File: src/rtl/hazard_unit.sv
// Hazard controller: stalls ID on RAW hazards and squashes wrong-path work on a taken branch.
// MIPS_FORWARDING_EN defined: only load-use stalls; undefined: all EX/MEM RAW hazards stall.
module hazard_unit #(
  parameter int CNT_W = 16
) (
  input  logic             clk,
  input  logic             rst,
  input  logic [4:0]       ID_rs,
  input  logic [4:0]       ID_rt,
  input  logic             ID_UsesRt,
  input  logic             EX_RegWrite,
  input  logic             EX_MemRead,
  input  logic [4:0]       EX_dst,
  input  logic             MEM_RegWrite,
  input  logic [4:0]       MEM_dst,
  input  logic             MEM_Branch,
  input  logic             MEM_Zero,
  output logic             PC_Write,
  output logic             PCSrc,
  output logic             IF_ID_Write,
  output logic             IF_ID_Flush,
  output logic             ID_EX_Flush,
  output logic             EX_MEM_Flush,
  output logic [1:0]       hz_state,
  output logic [CNT_W-1:0] stall_cnt,
  output logic [CNT_W-1:0] flush_cnt
);

  localparam logic [1:0] ST_RUN   = 2'd0;
  localparam logic [1:0] ST_STALL = 2'd1;
  localparam logic [1:0] ST_FLUSH = 2'd2;

  logic             match_ex;
  logic             take;
  logic             stall;
  logic [1:0]       hz_state_d,  hz_state_q;
  logic [CNT_W-1:0] stall_cnt_d, stall_cnt_q;
  logic [CNT_W-1:0] flush_cnt_d, flush_cnt_q;

  always_comb begin
    match_ex = EX_RegWrite && (EX_dst != 5'd0) &&
               ((EX_dst == ID_rs) || (ID_UsesRt && (EX_dst == ID_rt)));
  end

`ifdef MIPS_FORWARDING_EN
  // Forwarding covers everything except a load whose data is not ready until MEM ends.
  logic [5:0] unused_mem_fields;
  assign unused_mem_fields = {MEM_RegWrite, MEM_dst};

  always_comb begin
    stall = EX_MemRead && match_ex;
  end
`else
  logic match_mem;
  logic unused_mem_read;
  assign unused_mem_read = EX_MemRead;

  // WB writes in the first half-cycle, so only EX and MEM producers need to hold ID.
  always_comb begin
    match_mem = MEM_RegWrite && (MEM_dst != 5'd0) &&
                ((MEM_dst == ID_rs) || (ID_UsesRt && (MEM_dst == ID_rt)));
    stall     = match_ex || match_mem;
  end
`endif

  always_comb begin
    take = MEM_Branch && MEM_Zero;
  end

  always_comb begin
    PC_Write     = 1'b1;
    PCSrc        = 1'b0;
    IF_ID_Write  = 1'b1;
    IF_ID_Flush  = 1'b0;
    ID_EX_Flush  = 1'b0;
    EX_MEM_Flush = 1'b0;
    if (!rst) begin
      if (take) begin
        PCSrc        = 1'b1;
        IF_ID_Flush  = 1'b1;
        ID_EX_Flush  = 1'b1;
        EX_MEM_Flush = 1'b1;
      end else if (stall) begin
        PC_Write    = 1'b0;
        IF_ID_Write = 1'b0;
        ID_EX_Flush = 1'b1;
      end
    end
  end

  always_comb begin
    hz_state_d  = ST_RUN;
    stall_cnt_d = stall_cnt_q;
    flush_cnt_d = flush_cnt_q;
    if (rst) begin
      stall_cnt_d = '0;
      flush_cnt_d = '0;
    end else if (take) begin
      hz_state_d = ST_FLUSH;
      if (flush_cnt_q != {CNT_W{1'b1}}) flush_cnt_d = flush_cnt_q + CNT_W'(1);
    end else if (stall) begin
      hz_state_d = ST_STALL;
      if (stall_cnt_q != {CNT_W{1'b1}}) stall_cnt_d = stall_cnt_q + CNT_W'(1);
    end
  end

  always_ff @(posedge clk) begin
    hz_state_q  <= hz_state_d;
    stall_cnt_q <= stall_cnt_d;
    flush_cnt_q <= flush_cnt_d;
  end

  assign hz_state  = hz_state_q;
  assign stall_cnt = stall_cnt_q;
  assign flush_cnt = flush_cnt_q;

endmodule

File: config.mk
export PLATFORM = sky130hd
export DESIGN_NAME = hazard_unit
export DESIGN_NICKNAME = d
export VERILOG_FILES = /design/src/rtl/hazard_unit.sv
export SDC_FILE = /design/constraint.sdc
export NUM_CORES = 1
export LEC_CHECK = 0
export ABC_AREA = 1
export CAP_MARGIN = 25
export CORE_UTILIZATION = 35
export CTS_BUF_LIST = sky130_fd_sc_hd__clkbuf_2
export DETAILED_ROUTE_END_ITERATION = 8
export GPL_ROUTABILITY_DRIVEN = 0
export PLACE_DENSITY = 0.61
export SLEW_MARGIN = 5
export SYNTH_ARGS = -nofsm -noshare
export SYNTH_HDL_FRONTEND = slang
export SYNTH_SLANG_ARGS = --single-unit
export TNS_END_PERCENT = 20
File: constraint.sdc
create_clock -name clk -period 2.1 [get_ports clk]
set_clock_uncertainty 0.1 [all_clocks]
set_input_delay 0.315 -clock clk [delete_from_list [all_inputs] [get_ports clk]]
set_output_delay 0.315 -clock clk [all_outputs]
set_load 0.01 [all_outputs]
==> results of run 1 <==
-- layout make-up --
cell class / instances / area [um2]
sequential: 34 / 683
timing repair buffer: 76 / 757
tap: 77 / 96.3
clock buffer: 5 / 25.0
fill: 659 / 3180
clock inverter: 3 / 16.3
multi-input combinational: 288 / 1330
inverter: 69 / 259
-- synthesized netlist by cell type, drive strengths merged --
| library cell | count |
|---|---|
| a21oi | 11 |
| a31oi | 1 |
| and3 | 1 |
| buf | 8 |
| clkbuf | 4 |
| dfxtp | 34 |
| ha | 2 |
| inv | 69 |
| nand2 | 135 |
| nand3 | 28 |
| nand4 | 21 |
| nor2 | 63 |
| nor3 | 10 |
| o21ai | 11 |
| o21bai | 1 |
| xnor2 | 2 |
| xor2 | 2 |
-- layer usage --
metal | GRT usage, % | vias up
met1 | 22.9 | 1155
met4 | 4.55 | 0
met2 | 32.5 | 57
met3 | 3.28 | 6
met5 | 0 | -
li1 | - | 1384
-- power breakdown --
group / switching (mW) / internal [mW] / total, mW
Sequential: 0.00758 / 0.653 / 0.661
Clock: 0.244 / 0.0758 / 0.320
Combinational: 0.127 / 0.104 / 0.232
Total: 0.379 / 0.834 / 1.21
-- worst min-delay path by stage --
| stage | from | end |
|---|---|---|
| after detailed placement | flush_cnt[3]$_SDFFE_PP0P_ | flush_cnt[3]$_SDFFE_PP0P_ |
| after CTS | flush_cnt[8]$_SDFFE_PP0P_ | flush_cnt[8]$_SDFFE_PP0P_ |
| after global routing | flush_cnt[1]$_SDFFE_PP0P_ | flush_cnt[1]$_SDFFE_PP0P_ |
| final | flush_cnt[0]$_SDFFE_PP0P_ | flush_cnt[0]$_SDFFE_PP0P_ |
| after global placement | flush_cnt[3]$_SDFFE_PP0P_ | flush_cnt[3]$_SDFFE_PP0P_ |
| after floorplan | flush_cnt[3]$_SDFFE_PP0P_ | flush_cnt[3]$_SDFFE_PP0P_ |
-- sequential cells by signal, summed over array words and instances, names as in the netlist --
signal	cells
flush_cnt	16
hz_state	2
stall_cnt	16
-- per-stage QoR --
stage	std cells	instance area [um2]	setup TNS (ns)	total power [mW]
after CTS	552	3110	0	1.22
after global routing	552	3170	0	1.28
final	552	3170	0	1.21
after global placement	544	3080	-2.98	0.903
after detailed placement	544	3080	-3.14	0.906
after floorplan	403	2310	0	0.790
-- cells by family after synthesis --
| group | count (synthesis) | share of synthesized area [%] |
|---|---|---|
| fa+ha+maj | 2 | 1.09 |
| buf+inv | 81 | 14.5 |
| flops | 34 | 29.5 |
| compound gates | 24 | 5.37 |
| xor+xnor | 4 | 1.52 |
| simple gates | 258 | 48.0 |
-- layout by cell type, fill, tap and decap left out, types with 2 or more instances in the layout --
master           netlist  layout
nor2_1                61      56
inv_2                  8      10
nand4_1               20      20
nor2_2                 2       7
nand2_1              131     131
dfxtp_1               34      32
buf_2                  3       2
inv_1                 61      59
clkbuf_2               0       5
nand3_1               27      26
dfxtp_2                0       2
nand2_2                3       3
clkdlybuf4s50_1        0      41
o21ai_0               11      11
xnor2_1                2       2
nor3_1                 9       9
buf_4                  4       9
a21oi_1               11      11
xor2_1                 2       2
dlymetal6s2s_1         0      12
ha_1                   2       2
dlygate4sd2_1          0      10
-- repair_timing --
action / CTS / global route
resized for setup: 28 / 20
gates cloned: 0 / 0
hold endpoints to repair: 0 / 0
pin swaps: 1 / 3
endpoints found under the setup margin: 6 / 4
buffers inserted: 0 / 0
-- critical path, delay by kind of cell --
kind / cells / cell delay [ns]
AO/OA/AOI/OAI: 1 / 0.20
buffers and inverters: 2 / 0.64
AND/OR/NAND/NOR: 5 / 0.46
==> results.py, run 1 <==
metrics = {
    "logic_synthesis": {
        "syn_area_per_cell_um2": 5.72,
        "synth_top_cell_by_area": "dfxtp_1",
        "synth.distinct_cells": 26,
        "synth.yosys.seq_area_share_pct": 29.5,
        "largest_cells_by_area_after_synthesis": "dfxtp_1 30%, nand2_1 21%, inv_1 9.9%, nor2_1 9.9%, nand3_1 5.9%",
        "post-synth-top-area-fraction_pct": 29.5,
        "synthCells": 403,
        "syn-num-nets": 433,
        "synth_warnings": 0,
        "synth-seq-cells": 34,
        "summed_instance_area_of_the_synthesized_netlist_mm2": 0.00231,
    },
    "clock_network": {
        "clock_tree.buffer_depth": 2,
        "cts.sink_count": 34,
        "ctsHoldBuffers": 0,
        "cts_max_level": 2,
        "clkLatencyLatePin_ns": 0.41,
        "tritoncts": "done",
        "ctsRootBufferMaster": "clkbuf_2",
        "numCtsBuffers": 5,
        "clkTransAtPathRegs_ns": 0.20,
    },
    "power": {
        "vdd_ir_drop_max_mv": 0.291,
        "power_leakage_nw": 1.53,
        "powerDensity_mw_per_mm2": 383,
    },
    "grt": {
        "grt_pass1_vias": 2440,
        "grt_max_degree": 28,
        "antenna_found_initial": 0,
        "grt_first_pass_wirelength_um": 10600,
        "globalRoute.totalOverflow": 0,
        "grt.total_usage_pct": 18.3,
    },
    "placement": {
        "place_hpwl_um": 4570,
        "number_of_input_and_output_port_buffers_inserted": 66,
        "place_worst_setup_slack_ns": -0.460,
    },
    "sta": {
        "grt_setup_unrepaired": "no",
        "final_min_period_over_clock_period_pct": 96.1,
        "whs_ns": 0.420,
        "fin_ws_ns": 0.0812,
        "setup_viol": 0,
        "maxSlewHeadroom_pct": 79.0,
        "finalMaxSlewViolations": 0,
        "fin_crit_ns": 2.02,
        "clock.fmax_ghz": 0.495,
        "worst_slew_pin_slew_ns": 0.312,
        "number_of_failing_hold_endpoints_at_the_final_stage": 0,
    },
    "routing": {
        "drt_drc_violations_left": 0,
        "topRoutingLayerUsed": "met4",
        "dr.first_iter.drc_count": 122,
        "drt-pass1-iter-count": 5,
        "viasPerCell": 4.71,
        "wl_per_cell_um": 11.0,
        "route.layer.met1.wl_um": 2900,
        "via_count": 2602,
        "detailed_route_wirelength_on_metal2_um": 2860,
        "wl_met3_um": 263,
        "postRouteAntennaNets": 0,
        "drt_total_wl_um": 6080,
    },
    "floorplanning": {
        "placement_rows": 29,
        "die_wd_um": 83.2,
        "fp.dieH_um": 83.2,
        "die_area_mm2": 0.00692,
        "core_mm2": 0.00635,
        "start_util_pct": 36.3,
        "ioPinCount": 68,
    },
    "hold_path": {
        "hold_depth": 2,
        "hold_path.class": "reg -> reg",
    },
    "cells_and_area": {
        "flow.area_growth_from_synthesis_pct": 37.4,
        "utilization_pct": 49.9,
        "drive_above_1_share_pct": 10.1,
        "nNetsFinal": 504,
        "antennaDiodeCount": 0,
    },
    "setup_path": {
        "worstSetupPathType": "in -> out",
        "cp_startpoint": "ID_UsesRt",
        "endpoint_kind": "output port",
        "cp_data_required_time_ns": 1.68,
        "crit_top_cell": "nand2_1",
        "worstSetupStartpointType": "input port",
        "critPathMaxStageDelay_ns": 0.48,
        "rrSetupSlack_ns": 0.23,
        "r2r-end": "stall_cnt[4]$_SDFFE_PP0P_",
        "reg2reg_depth": 10,
        "cp_cell_sequence": "clkdlybuf4s50_1 -> nand2_1 -> nor2_1 -> nand3_1 -> nand2_1 -> nand2_2 -> a31oi_4 -> buf_2",
        "crit_fanout": 2,
        "critPathSlowestCell": "clkdlybuf4s50_1",
        "timing.critical_path.to": "ID_EX_Flush",
        "cp.arrival_ns": 1.60,
        "crit-reg2reg-launch": "stall_cnt[0]$_SDFFE_PP0P_",
    },
    "flow_run": {
        "drv.max_cap_violation_count": 0,
    },
    "outcome": {
        "status": "complete, no violations",
    },
}
Note: power is estimated with default switching activity, not from simulation.
==> run 2, diff against run 1 <==
==> constraint.sdc (replaced) <==
create_clock -name clk -period 2.1 [get_ports clk]
set_clock_uncertainty 0.1 [all_clocks]
set_input_delay 0.315 -clock clk [delete_from_list [all_inputs] [get_ports clk]]
set_output_delay 0.315 -clock clk [all_outputs]
set_load 0.1 [all_outputs]
==> results.py, run 2 (synthesized netlist as in run 1, its figures left out) <==
metrics = {
    "routing": {
        "viasPerCell": 4.63,
        "wl_per_cell_um": 10.6,
        "postRouteAntennaNets": 0,
        "drt-pass1-iter-count": 4,
        "drt_drc_violations_left": 0,
        "via_count": 2552,
        "dr.first_iter.drc_count": 80,
        "drt_total_wl_um": 5830,
    },
    "setup_path": {
        "cp_data_required_time_ns": 1.68,
        "critPathSlowestCell": "clkdlybuf4s50_1",
        "worstSetupPathType": "in -> out",
        "cp_cell_sequence": "clkdlybuf4s50_1 -> nand2_1 -> nor2_1 -> nand3_1 -> nand2_1 -> nand2_2 -> a31oi_4 -> buf_12",
        "cp.arrival_ns": 1.63,
        "endpoint_kind": "output port",
        "crit_fanout": 2,
        "crit_top_cell": "nand2_1",
        "worstSetupStartpointType": "input port",
        "critPathMaxStageDelay_ns": 0.48,
    },
    "floorplanning": {
        "placement_rows": 29,
        "ioPinCount": 68,
        "fp.dieH_um": 83.2,
        "die_area_mm2": 0.00692,
        "core_mm2": 0.00635,
        "start_util_pct": 36.3,
        "die_wd_um": 83.2,
    },
    "power": {
        "power_leakage_nw": 1.53,
        "vdd_ir_drop_max_mv": 0.280,
        "power.total_mw": 1.28,
        "clock_power_share_pct": 24.4,
        "powerDensity_mw_per_mm2": 415,
        "power.share.switching_pct": 34.6,
        "share_seq_of_total_power_pct": 51.5,
        "power.share.combinational_pct": 24.1,
        "cell_internal_pwr_uw": 841,
        "switching_power_uw": 444,
    },
    "grt": {
        "met3_layer_usage_reported_by_global_route_pct": 3.08,
        "grt_first_pass_wirelength_um": 10300,
        "groute.layer.met1.usage_pct": 21.9,
        "grt_max_degree": 29,
        "grt_pass1_vias": 2404,
        "grt.total_usage_pct": 17.6,
        "groute.layer.met2.usage_pct": 30.9,
        "antenna_found_initial": 0,
        "globalRoute.totalOverflow": 0,
        "grt_most_used_layer": "met2",
    },
    "sta": {
        "fin_ws_ns": 0.0567,
        "final_min_period_over_clock_period_pct": 97.3,
        "number_of_failing_hold_endpoints_at_the_final_stage": 0,
        "fin_crit_ns": 2.04,
        "tns_ns": 0,
        "setup_viol": 0,
        "worst_slew_pin_slew_ns": 0.382,
        "clock.fmax_ghz": 0.489,
        "maxSlewHeadroom_pct": 74.5,
        "whs_ns": 0.401,
        "grt_setup_unrepaired": "no",
        "finalMaxSlewViolations": 0,
    },
    "clock_network": {
        "ctsRootBufferMaster": "clkbuf_2",
        "clkTransAtPathRegs_ns": 0.17,
        "ctsHoldBuffers": 0,
        "tritoncts": "done",
        "clock_tree.buffer_depth": 2,
        "clkLatencyLatePin_ns": 0.39,
        "cts_max_level": 2,
        "numCtsBuffers": 5,
        "cts.sink_count": 34,
    },
    "cells_and_area": {
        "antennaDiodeCount": 0,
        "flow.area_growth_from_synthesis_pct": 34.3,
        "layout.cell_area.non_filler_mm2": 0.00310,
        "drive_above_1_share_pct": 17.9,
        "fillerInstances": 679,
        "mostFrequentLayoutCell": "nand2_1",
        "layout.cells.non_filler": 551,
        "utilization_pct": 48.8,
        "nNetsFinal": 503,
        "final_cell_mix": "131 x nand2_1, 61 x inv_1, 59 x nor2_1",
    },
    "hold_path": {
        "hold_path.class": "reg -> reg",
    },
    "outcome": {
        "status": "complete, no violations",
    },
    "placement": {
        "postPlaceCellArea_mm2": 0.00307,
        "place_worst_setup_slack_ns": -0.0975,
        "number_of_input_and_output_port_buffers_inserted": 66,
        "place_hpwl_um": 4550,
        "placed_cells": 542,
    },
    "flow_run": {
        "drv.max_cap_violation_count": 0,
    },
}
-- run 2: final timing paths --
kind | from | endpoint | slack, ns | cells past startpoint
worst min register to register | flush_cnt[14]$_SDFFE_PP0P_ | flush_cnt[14]$_SDFFE_PP0P_ | 0.40 | 2
worst min-delay path | flush_cnt[14]$_SDFFE_PP0P_ | flush_cnt[14]$_SDFFE_PP0P_ | 0.40 | 2
worst max register to register | stall_cnt[0]$_SDFFE_PP0P_ | stall_cnt[10]$_SDFFE_PP0P_ | 0.25 | 10
worst max-delay path | ID_UsesRt | ID_EX_Flush | 0.06 | 8
-- run 2: timing repair --
| action | in CTS | in global routing |
|---|---|---|
| resized for setup | 19 | 2 |
| pin swaps | 4 | 0 |
| buffers inserted | 1 | 0 |
| setup endpoints to repair | 3 | 1 |
-- run 2: worst max-delay path: cells and delay by family --
kind            cells  cell delay [ns]
compound gates      1             0.19
buf+inv             2             0.68
simple gates        5             0.44
-- run 2: area by class of cell --
class                      count  area, um2  share of cell area, %
inverter                      69        259                   8.36
multi-input combinational    288       1330                   43.1
timing repair buffer          75        679                   21.9
clock inverter                 2       8.76                  0.283
tap                           77       96.3                   3.11
clock buffer                   6       30.0                  0.969
sequential                    34        691                   22.3
-- run 2: power by group through the flow --
stage	combinational (mW)	sequential (mW)	clock, mW
final	0.310	0.661	0.314
after global routing	0.338	0.663	0.353
after CTS	0.310	0.661	0.324
after detailed placement	0.320	0.674	0
after global placement	0.318	0.674	0
after floorplan	0.153	0.722	0
-- run 2: routing by layer --
metal / share of wire (%) / routed length [um]
met3: 3.9 / 228
met5: 0 / 0
met1: 49 / 2860
met4: 1.6 / 91
met2: 45 / 2650
